[config.mk]
export PLATFORM = sky130hd
export DESIGN_NAME = fp_mul_pipe_flat
export DESIGN_NICKNAME = d
export VERILOG_FILES = /design/src/rtl/fp_mul_pipe_if.sv /design/src/rtl/fp_mul_pipe.sv /design/src/flat_wrapper.sv
export SDC_FILE = /design/constraint.sdc
export NUM_CORES = 2
export LEC_CHECK = 0
export CORE_MARGIN = 1.5
export CORE_UTILIZATION = 50
export CTS_BUF_LIST = sky130_fd_sc_hd__clkbuf_8
export DETAILED_ROUTE_END_ITERATION = 10
export PLACE_DENSITY_LB_ADDON = 0.3
export SLEW_MARGIN = 0
export SYNTH_ARGS = -nofsm -noshare
export SYNTH_HDL_FRONTEND = slang
export SYNTH_SLANG_ARGS = --single-unit
[constraint.sdc]
create_clock -name clk -period 5.05 [get_ports clk]
set_input_delay 0.7575 -clock clk [delete_from_list [all_inputs] [get_ports clk]]
set_output_delay 0.7575 -clock clk [all_outputs]
set_load 0.03 [all_outputs]
[src/rtl/fp_mul_pipe_if.sv]
// Operand/result handshake bundle for the pipelined floating-point multiplier.
interface fp_mul_pipe_if #(
  parameter int EXP_W = 8,
  parameter int FRC_W = 23,
  parameter int TAG_W = 4
);
  localparam int W = 1 + EXP_W + FRC_W;

  logic             in_valid;
  logic             in_ready;
  logic [W-1:0]     fp_X;
  logic [W-1:0]     fp_Y;
  logic [2:0]       r_mode;
  logic [TAG_W-1:0] in_tag;
  logic             out_valid;
  logic             out_ready;
  logic [W-1:0]     fp_Z;
  logic [TAG_W-1:0] out_tag;
  logic             ovrf;
  logic             udrf;
  logic             zer;
  logic             inf;
  logic             nan;

  modport master (
    output in_valid, fp_X, fp_Y, r_mode, in_tag, out_ready,
    input  in_ready, out_valid, fp_Z, out_tag, ovrf, udrf, zer, inf, nan
  );

  modport slave (
    input  in_valid, fp_X, fp_Y, r_mode, in_tag, out_ready,
    output in_ready, out_valid, fp_Z, out_tag, ovrf, udrf, zer, inf, nan
  );
endinterface

[src/rtl/fp_mul_pipe.sv]
// Three-stage IEEE-style floating-point multiplier with valid/ready flow control.
// S1 unpacks and multiplies significands, S2 normalises and rounds,
// S3 forms the exponent, resolves exceptions and packs the result.
// Subnormal inputs are flushed to zero and no subnormal output is produced.
module fp_mul_pipe #(
  parameter int EXP_W = 8,
  parameter int FRC_W = 23,
  parameter int TAG_W = 4
) (
  input logic         clk,
  input logic         rst_n,
  fp_mul_pipe_if.slave bus
);
  localparam int W  = 1 + EXP_W + FRC_W;
  localparam int SW = FRC_W + 1;
  localparam int PW = 2 * SW;

  localparam logic [2:0] RM_RTZ = 3'b001;
  localparam logic [2:0] RM_RDN = 3'b010;
  localparam logic [2:0] RM_RUP = 3'b011;
  localparam logic [2:0] RM_RMM = 3'b100;

  localparam logic [EXP_W+1:0] BIAS_V = {3'b000, {(EXP_W-1){1'b1}}};
  localparam logic [W-1:0]     QNAN   = {1'b0, {EXP_W{1'b1}}, 1'b1, {(FRC_W-1){1'b0}}};

  logic en;

  // S1 combinational unpack
  logic [EXP_W-1:0] xExp, yExp;
  logic [FRC_W-1:0] xFrc, yFrc;
  logic             xZero, yZero, xInf, yInf, xNan, yNan;
  logic             sign_d, nan_d, inf_d, zero_d;
  logic [PW-1:0]    prod_d;

  // S1 registers
  logic             s1Valid_q, s1Sign_q, s1Nan_q, s1Inf_q, s1Zero_q;
  logic [EXP_W-1:0] s1ExpX_q, s1ExpY_q;
  logic [PW-1:0]    s1Prod_q;
  logic [2:0]       s1Rmode_q;
  logic [TAG_W-1:0] s1Tag_q;

  // S2 combinational normalise/round
  logic [PW-2:0]    shifted;
  logic [FRC_W-1:0] keptFrac;
  logic             guardBit, roundBit, stickyBit, inc;
  logic [FRC_W:0]   rounded;
  logic             normN_d, normR_d;
  logic [FRC_W-1:0] frac_d;

  // S2 registers
  logic             s2Valid_q, s2Sign_q, s2Nan_q, s2Inf_q, s2Zero_q;
  logic [EXP_W-1:0] s2ExpX_q, s2ExpY_q;
  logic             s2NormN_q, s2NormR_q;
  logic [FRC_W-1:0] s2Frac_q;
  logic [2:0]       s2Rmode_q;
  logic [TAG_W-1:0] s2Tag_q;

  // S3 combinational exponent/exception/pack
  logic [EXP_W+1:0] expSum;
  logic             expOvf, expUdf, toInf;
  logic [W-1:0]     z_d;
  logic             ovrf_d, udrf_d, zer_d, inf_d3, nan_d3;

  // Output registers
  logic             outValid_q;
  logic [W-1:0]     fpZ_q;
  logic [TAG_W-1:0] outTag_q;
  logic             ovrf_q, udrf_q, zer_q, inf_q, nan_q;

  assign en            = !outValid_q || bus.out_ready;
  assign bus.in_ready  = en;
  assign bus.out_valid = outValid_q;
  assign bus.fp_Z      = fpZ_q;
  assign bus.out_tag   = outTag_q;
  assign bus.ovrf      = ovrf_q;
  assign bus.udrf      = udrf_q;
  assign bus.zer       = zer_q;
  assign bus.inf       = inf_q;
  assign bus.nan       = nan_q;

  // Classify operands (exponent 0 counts as zero) and multiply significands
  always_comb begin
    xExp   = bus.fp_X[W-2 -: EXP_W];
    yExp   = bus.fp_Y[W-2 -: EXP_W];
    xFrc   = bus.fp_X[FRC_W-1:0];
    yFrc   = bus.fp_Y[FRC_W-1:0];
    xZero  = (xExp == '0);
    yZero  = (yExp == '0);
    xInf   = (&xExp) && (xFrc == '0);
    yInf   = (&yExp) && (yFrc == '0);
    xNan   = (&xExp) && (xFrc != '0);
    yNan   = (&yExp) && (yFrc != '0);
    sign_d = bus.fp_X[W-1] ^ bus.fp_Y[W-1];
    nan_d  = xNan || yNan || (xInf && yZero) || (xZero && yInf);
    inf_d  = (xInf || yInf) && !nan_d;
    zero_d = (xZero || yZero) && !nan_d && !(xInf || yInf);
    prod_d = {{SW{1'b0}}, !xZero, xFrc} * {{SW{1'b0}}, !yZero, yFrc};
  end

  // S1 register: capture a new operation or a bubble whenever the pipe advances
  always_ff @(posedge clk or negedge rst_n) begin
    if (!rst_n) begin
      s1Valid_q <= 1'b0;
      s1Sign_q  <= 1'b0;
      s1Nan_q   <= 1'b0;
      s1Inf_q   <= 1'b0;
      s1Zero_q  <= 1'b0;
      s1ExpX_q  <= '0;
      s1ExpY_q  <= '0;
      s1Prod_q  <= '0;
      s1Rmode_q <= '0;
      s1Tag_q   <= '0;
    end else if (en) begin
      s1Valid_q <= bus.in_valid;
      s1Sign_q  <= sign_d;
      s1Nan_q   <= nan_d;
      s1Inf_q   <= inf_d;
      s1Zero_q  <= zero_d;
      s1ExpX_q  <= xExp;
      s1ExpY_q  <= yExp;
      s1Prod_q  <= prod_d;
      s1Rmode_q <= bus.r_mode;
      s1Tag_q   <= bus.in_tag;
    end
  end

  // Normalise to a leading one, extract guard/round/sticky and round per mode
  always_comb begin
    normN_d   = s1Prod_q[PW-1];
    shifted   = normN_d ? s1Prod_q[PW-2:0] : {s1Prod_q[PW-3:0], 1'b0};
    keptFrac  = shifted[PW-2 -: FRC_W];
    guardBit  = shifted[FRC_W];
    roundBit  = shifted[FRC_W-1];
    stickyBit = |shifted[FRC_W-2:0];
    inc       = 1'b0;
    case (s1Rmode_q)
      RM_RTZ:  inc = 1'b0;
      RM_RDN:  inc = s1Sign_q && (guardBit || roundBit || stickyBit);
      RM_RUP:  inc = !s1Sign_q && (guardBit || roundBit || stickyBit);
      RM_RMM:  inc = guardBit;
      default: inc = guardBit && (roundBit || stickyBit || keptFrac[0]);
    endcase
    rounded = {1'b0, keptFrac} + {{FRC_W{1'b0}}, inc};
    normR_d = rounded[FRC_W];
    frac_d  = normR_d ? '0 : rounded[FRC_W-1:0];
  end

  // S2 register: rounded fraction plus the exponent adjustments it implies
  always_ff @(posedge clk or negedge rst_n) begin
    if (!rst_n) begin
      s2Valid_q <= 1'b0;
      s2Sign_q  <= 1'b0;
      s2Nan_q   <= 1'b0;
      s2Inf_q   <= 1'b0;
      s2Zero_q  <= 1'b0;
      s2ExpX_q  <= '0;
      s2ExpY_q  <= '0;
      s2NormN_q <= 1'b0;
      s2NormR_q <= 1'b0;
      s2Frac_q  <= '0;
      s2Rmode_q <= '0;
      s2Tag_q   <= '0;
    end else if (en) begin
      s2Valid_q <= s1Valid_q;
      s2Sign_q  <= s1Sign_q;
      s2Nan_q   <= s1Nan_q;
      s2Inf_q   <= s1Inf_q;
      s2Zero_q  <= s1Zero_q;
      s2ExpX_q  <= s1ExpX_q;
      s2ExpY_q  <= s1ExpY_q;
      s2NormN_q <= normN_d;
      s2NormR_q <= normR_d;
      s2Frac_q  <= frac_d;
      s2Rmode_q <= s1Rmode_q;
      s2Tag_q   <= s1Tag_q;
    end
  end

  // Exponent in two extra bits so it cannot wrap; specials beat overflow/underflow
  always_comb begin
    expSum = {2'b00, s2ExpX_q} + {2'b00, s2ExpY_q} - BIAS_V
           + {{(EXP_W+1){1'b0}}, s2NormN_q} + {{(EXP_W+1){1'b0}}, s2NormR_q};
    expOvf = !expSum[EXP_W+1] && (expSum[EXP_W:0] >= {1'b0, {EXP_W{1'b1}}});
    expUdf = expSum[EXP_W+1] || (expSum == '0);
    case (s2Rmode_q)
      RM_RTZ:  toInf = 1'b0;
      RM_RDN:  toInf = s2Sign_q;
      RM_RUP:  toInf = !s2Sign_q;
      default: toInf = 1'b1;
    endcase
    z_d    = {s2Sign_q, expSum[EXP_W-1:0], s2Frac_q};
    ovrf_d = 1'b0;
    udrf_d = 1'b0;
    zer_d  = 1'b0;
    inf_d3 = 1'b0;
    nan_d3 = 1'b0;
    if (s2Nan_q) begin
      z_d    = QNAN;
      nan_d3 = 1'b1;
    end else if (s2Inf_q) begin
      z_d    = {s2Sign_q, {EXP_W{1'b1}}, {FRC_W{1'b0}}};
      inf_d3 = 1'b1;
    end else if (s2Zero_q) begin
      z_d    = {s2Sign_q, {(W-1){1'b0}}};
      zer_d  = 1'b1;
    end else if (expOvf) begin
      ovrf_d = 1'b1;
      if (toInf) begin
        z_d    = {s2Sign_q, {EXP_W{1'b1}}, {FRC_W{1'b0}}};
        inf_d3 = 1'b1;
      end else begin
        z_d    = {s2Sign_q, {(EXP_W-1){1'b1}}, 1'b0, {FRC_W{1'b1}}};
      end
    end else if (expUdf) begin
      z_d    = {s2Sign_q, {(W-1){1'b0}}};
      udrf_d = 1'b1;
      zer_d  = 1'b1;
    end
  end

  // Output register: holds the presented result until the consumer takes it
  always_ff @(posedge clk or negedge rst_n) begin
    if (!rst_n) begin
      outValid_q <= 1'b0;
      fpZ_q      <= '0;
      outTag_q   <= '0;
      ovrf_q     <= 1'b0;
      udrf_q     <= 1'b0;
      zer_q      <= 1'b0;
      inf_q      <= 1'b0;
      nan_q      <= 1'b0;
    end else if (en) begin
      outValid_q <= s2Valid_q;
      fpZ_q      <= z_d;
      outTag_q   <= s2Tag_q;
      ovrf_q     <= ovrf_d;
      udrf_q     <= udrf_d;
      zer_q      <= zer_d;
      inf_q      <= inf_d3;
      nan_q      <= nan_d3;
    end
  end
endmodule

[src/flat_wrapper.sv]
// flat-port wrapper written by rule: the top's interface ports become plain ports
module fp_mul_pipe_flat 
#(
  parameter int EXP_W = 8,
  parameter int FRC_W = 23,
  parameter int TAG_W = 4
)
  (clk, rst_n, bus_in_valid, bus_fp_X, bus_fp_Y, bus_r_mode, bus_in_tag, bus_out_ready, bus_in_ready, bus_out_valid, bus_fp_Z, bus_out_tag, bus_ovrf, bus_udrf, bus_zer, bus_inf, bus_nan);
  fp_mul_pipe_if #(.EXP_W(EXP_W), .FRC_W(FRC_W), .TAG_W(TAG_W)) bus_i ();
  input logic clk;
  input logic rst_n;
  input wire logic [$bits(bus_i.in_valid)-1:0] bus_in_valid;
  input wire logic [$bits(bus_i.fp_X)-1:0] bus_fp_X;
  input wire logic [$bits(bus_i.fp_Y)-1:0] bus_fp_Y;
  input wire logic [$bits(bus_i.r_mode)-1:0] bus_r_mode;
  input wire logic [$bits(bus_i.in_tag)-1:0] bus_in_tag;
  input wire logic [$bits(bus_i.out_ready)-1:0] bus_out_ready;
  output wire logic [$bits(bus_i.in_ready)-1:0] bus_in_ready;
  output wire logic [$bits(bus_i.out_valid)-1:0] bus_out_valid;
  output wire logic [$bits(bus_i.fp_Z)-1:0] bus_fp_Z;
  output wire logic [$bits(bus_i.out_tag)-1:0] bus_out_tag;
  output wire logic [$bits(bus_i.ovrf)-1:0] bus_ovrf;
  output wire logic [$bits(bus_i.udrf)-1:0] bus_udrf;
  output wire logic [$bits(bus_i.zer)-1:0] bus_zer;
  output wire logic [$bits(bus_i.inf)-1:0] bus_inf;
  output wire logic [$bits(bus_i.nan)-1:0] bus_nan;
  assign bus_i.in_valid = bus_in_valid;
  assign bus_i.fp_X = bus_fp_X;
  assign bus_i.fp_Y = bus_fp_Y;
  assign bus_i.r_mode = bus_r_mode;
  assign bus_i.in_tag = bus_in_tag;
  assign bus_i.out_ready = bus_out_ready;
  assign bus_in_ready = bus_i.in_ready;
  assign bus_out_valid = bus_i.out_valid;
  assign bus_fp_Z = bus_i.fp_Z;
  assign bus_out_tag = bus_i.out_tag;
  assign bus_ovrf = bus_i.ovrf;
  assign bus_udrf = bus_i.udrf;
  assign bus_zer = bus_i.zer;
  assign bus_inf = bus_i.inf;
  assign bus_nan = bus_i.nan;
  fp_mul_pipe #(.EXP_W(EXP_W), .FRC_W(FRC_W), .TAG_W(TAG_W)) u_core (.clk(clk), .rst_n(rst_n), .bus(bus_i));
endmodule
Word-level counts from Yosys, hierarchy flattened

Index checks and enable logic that the tools add are counted.

Bits in registers: 171
Output and inout bits: 43
Word-level logic and storage cells: 115

Add/subtract/negate cells: 5
$mul: 1
$lt $le $gt $ge: 1
Equality and inequality tests: 7
Muxes and demuxes: 28
Bitwise gates (word level): 1
Reductions and logical operators: 42

Operator list:

| operator                                                          | number |
|---|---|
| 2-to-1 mux 31 bit                                                 | 4 |
| multiplier 24 x 24 -> 48 bit                                      | 1 |
| 2-to-1 mux 47 bit                                                 | 1 |
| logical NOT 23 bit                                                | 2 |
| nonzero test 23 bit                                               | 2 |
| 2-to-1 mux 32 bit                                                 | 1 |
| adder 23 x 1 -> 24 bit                                            | 1 |
| 2-to-1 mux 24 bit                                                 | 1 |
| 2-to-1 mux 23 bit                                                 | 1 |
| OR reduction 22 bit                                               | 1 |
| adder 10 x 1 -> 10 bit                                            | 2 |
| 2-to-1 mux 1 bit                                                  | 18 |
| logical NOT 8 bit                                                 | 2 |
| AND reduction 8 bit                                               | 2 |
| logical AND 1 bit                                                 | 13 |
| == test 3 x 2 -> 1 bit, second input constant                     | 4 |
| logical OR 1 bit                                                  | 11 |
| logical NOT 10 bit                                                | 1 |
| subtractor 10 x 7 -> 10 bit, second input constant                | 1 |
| adder 8 x 8 -> 9 bit                                              | 1 |
| greater-or-equal comparator 9 x 8 -> 1 bit, second input constant | 1 |
| logical NOT 1 bit                                                 | 8 |
| == test 3 x 1 -> 1 bit, second input constant                     | 2 |
| one-hot mux 1 bit (4 select lines)                                | 1 |
| other kinds (3)                                                   | 3 |

Longest topological paths before layout

Depth after elaboration: 11
Mapped depth: 27

Worst setup path before layout

No wires, ideal clock.

Path kind: input to register
Start: input port bus_fp_X[24]
End: register u_core.s1Prod_q[44]
Library setup time: 0.137 ns
Data arrival time: 7.318 ns
Required time: 4.913 ns
Slack: -2.405 ns
Stages: 25
Buffers on the path: 2
Path through: nor4_1 nand2_1 clkbuf_1 and2_1 fa_1 fa_1 fa_1 inv_1 fa_1 inv_1 fa_1 inv_1 fa_1 inv_1 fa_1 ha_1 clkbuf_1 nand4_1 or4_1 a211oi_1 nor4_1 o21ai_0 mux2i_1 xnor2_1 a21oi_1

Cells in the longest elaborated chain, start to end: 3

Ends and longest elaborated chain:

| what                         | RTL line           | RTL |
|---|---|---|
| start: declaration           | flat_wrapper.sv:13 | `input wire logic [$bits(bus_i.fp_X)-1:0] bus_fp_X;` |
| logical NOT 8 bit            | fp_mul_pipe.sv:87  | `xZero = (xExp == '0);` |
| logical NOT 1 bit            | fp_mul_pipe.sv:97  | `prod_d = {{SW{1'b0}}, !xZero, xFrc} * {{SW{1'b0}}, !yZero, yFrc};` |
| multiplier 24 x 24 -> 48 bit | fp_mul_pipe.sv:97  |  |
| end signal: assignment       | fp_mul_pipe.sv:121 | `s1Prod_q <= prod_d;` |
| end: declaration             | fp_mul_pipe.sv:38  | `logic [PW-1:0] s1Prod_q;` |

No other way between the ends.
A chain may end at the register's enable or synchronous reset.

Worst setup path in the final report

Start: input port bus_fp_X[25]
End: register u_core.s1Prod_q[44]

Same word-level chain as after synthesis.

==> qor.txt <==
CP Launch Type: primary input
via density per instance: 5.48
worst path bufs/invs: 5
Yosys reg bits: 171
Skew-Pair Late Insertion Delay: 460 ps
initial core utilization: 0.509
Detail Placement HPWL: 57600 um
Die ar.: 55200 um^2
antenna violations before repair: 0
Reg2Reg Launch Point: u_core.s2ExpY_q[0]
Synth async-reset ratio: 1.00
DR iter-0 viols: 1572
die span in x: 235 um
Final ANT Viol Nets: 0
Yosys warning count: 0
met1 wire length: 32000 um
most used cell, CP: fa_1
Reg2Reg Depth: 14
status: finished with violations
arrival time worst endpoint: 7270 ps
final WL: 77100 um
gp weighted congestion: 0.911
met3 WL post-DR: 5180 um
synth unique cells: 77
Root Driver: clkbuf_8
Die Y: 235 um
Final nets: 4187
f_max: 144 MHz
period utilization: 1.38
HP Class: in -> async
RSZ-0062 raised after global routing: yes
CTS Sinks: 171
Worst Path Class, Setup: in -> reg
row count: 84
Core Region: 52900 um^2
Worst setup EP type: flop
Via Count: 22700
met2 wire len: 37300 um
I/O pins: 118
register area share after synthesis: 0.159
worst-margin pin slew: 952 ps
final instance count without filler cells: 4139
first-pass GRT wire length: 125000 um
largest net degree at the start of global routing: 103
Critical Path Max Stage Delay: 570 ps
Worst Path Max Fanout: 4
layout cells sized above 1: 0.243
violated checks: negative setup slack
top layer in use: met4
worst clock skew: 11.7 ps
CP required: 5370 ps
CP top delay family: adder cells
synthesized cell area: 26900 um^2
Placed Cells incl. Taps: 3982
Overflow after GRT: 0
Slew headroom: 0.365
PnR worst setup slack: -1900 ps
DRC viols: 0
largest cells by area after synthesis: fa_1 36%, dfrtp_1 16%, ha_1 8.8%
Avg Inst Size Synth: 8.95 um^2
final number of setup-violating endpoints: 39
r2r endpoint: u_core.bus.fp_Z[11]
largest area contributor in the netlist: fa_1
CTS tree: built
critical path cell sequence: buf_8 > nor4_4 > nand2_2 > and2_4 > fa_1 > fa_1 > fa_1 > inv_2 > fa_1 > inv_2 > fa_1 > inv_2 > fa_1 > inv_2 > fa_1 > ha_4 > nand2_4 > or4_4 > a211oi_4 > nor4_2 > o21ai_2 > mux2i_1 > xnor2_1 > a21oi_1
# diodes: 0
Fillers: 4027
Max Cap Violations: 0
Total GRT Usage: 0.281
vias in the first global route: 24400
final core occ: 0.656
wire length per cell: 18.6 um
worst hold slack: 317 ps
CTS max path bufs: 2
top-area cell type share of the netlist area: 0.360
CTS Buf Count: 17
Port Buffers: 117
Final Hold Fails: 0
slowest CP cell: fa_1
Reg clk slew, reported paths: 90 ps
number of flops mapped to enable cells by yosys: 0
Area Growth Syn to Fin: 28.9%
Post-synth top flop: dfrtp_1
first-pass iteration count of the detailed router: 6
Storage cell area: 4280 um^2
min Tclk post-route: 6950 ps
reg2reg setup slack: 810 ps
Post-Syn Nets: 3755
Slew Viols, Final: 0
Post-Synthesis Cells: 3007
H-Tree Depth: 4
Stages on worst setup path: 24
multi-input logic area: 21600 um^2
## layout make-up
type                       instances  share of cell area
clock buffer                      17             0.00674
clock inverter                    14             0.00426
inverter                         519              0.0563
multi-input combinational       2161               0.623
sequential                       171               0.123
tap                              688              0.0248
timing repair buffer             569               0.162
## worst reg2reg max path, stage by stage (launching register included)
cell and delay [ps]:
dfrtp_1 390, ha_1 250, fa_1 500, a211oi_4 360
or2_2 210, a21oi_1 70, o21a_1 160, nor2_1 310
ha_1 340, and2_1 180, nand4_1 90, o21ai_1 170
nor2_1 220, and3_1 700, a221o_1 220
## synthesized netlist by cell type, drive strengths merged, types with 10 or more instances
library cell	instances
and2	243
nor3	11
nand3	15
fa	484
ha	189
a21o	27
xor2	33
nor4	24
a221o	23
nor2	87
inv	519
o21ai	54
buf	13
a21oi	105
nand2b	10
dfrtp	171
xnor2	47
mux2i	12
nand2	616
clkbuf	143
nand4	24
a22o	20
nor2b	16
## kinds of logic after synthesis
group	share of synthesized area
AOI/OAI and AO/OA	0.0773
DFF	0.159
buffers and inverters	0.0949
adders and majority gates	0.448
muxes	0.00697
and+or+nand+nor	0.187
xor gates and xnor gates	0.0272
## metrics by stage
stage                     cell area (um^2)  TNS (ps)  worst slack, ps
after global routing                 34700    -58050            -2050
final                                34700    -52200            -1900
after detailed placement             31500    -83190            -2720
after CTS                            34000    -51320            -1820
after global placement               31500    -79150            -2550
after floorplan                      27800    -41160            -1890
## flip-flops by register name, summed over array words and instances (netlist names), 8 cells and up
signal,flops
u_core.bus.fp_Z,32
u_core.s1ExpX_q,8
u_core.s1ExpY_q,8
u_core.s1Prod_q,48
u_core.s2ExpX_q,8
u_core.s2ExpY_q,8
u_core.s2Frac_q,23
## worst max-delay path by stage
stage,start,end
2_1_floorplan,bus_fp_X[27],u_core.s1Prod_q[44]
3_3_place_gp,bus_fp_X[27],u_core.s1Prod_q[44]
3_5_place_dp,bus_fp_X[27],u_core.s1Prod_q[44]
4_1_cts,bus_fp_Y[25],u_core.s1Prod_q[45]
5_1_grt,bus_fp_Y[25],u_core.s1Prod_q[44]
6_report,bus_fp_X[25],u_core.s1Prod_q[44]
## layer usage
layer  GRT usage  vias to the layer above
li1            -                    10100
met1       0.377                    11400
met2       0.472                      948
met3      0.0354                      231
met4      0.0939                        0
met5           0                        -
## what timing repair did
| action | CTS | global route |
|---|---|---|
| endpoints found under the setup margin | 40 | 39 |
| gates resized for setup | 468 | 188 |
| gates cloned | 13 | 1 |
| pin swaps | 181 | 128 |
| hold buffers | 0 | 0 |
| buffers inserted | 102 | 34 |
## placed cells by master, fill, tap and decap left out, drive strengths merged, types with 7 or more instances in the layout
cell           count
dfrtp            171
o21bai             9
nor2b             16
nor4              24
xnor2             47
xor2              33
buf              488
and3               9
o21ai             54
nand2            616
o211ai             9
a31oi              9
a211oi             7
nor2              87
nor3              11
a22o              20
mux2i             12
clkdlybuf4s50     54
clkdlybuf4s15      7
nand2b            10
dlygate4sd2       13
o22ai              7
fa               484
and2             243
nand3             15
inv              521
a21o              27
a221o             23
a21oi            105
clkbuf            19
nand4             24
ha               189
Power is not shown: default switching activity piles up to over one toggle a cycle in this logic, so the estimate is an artifact.
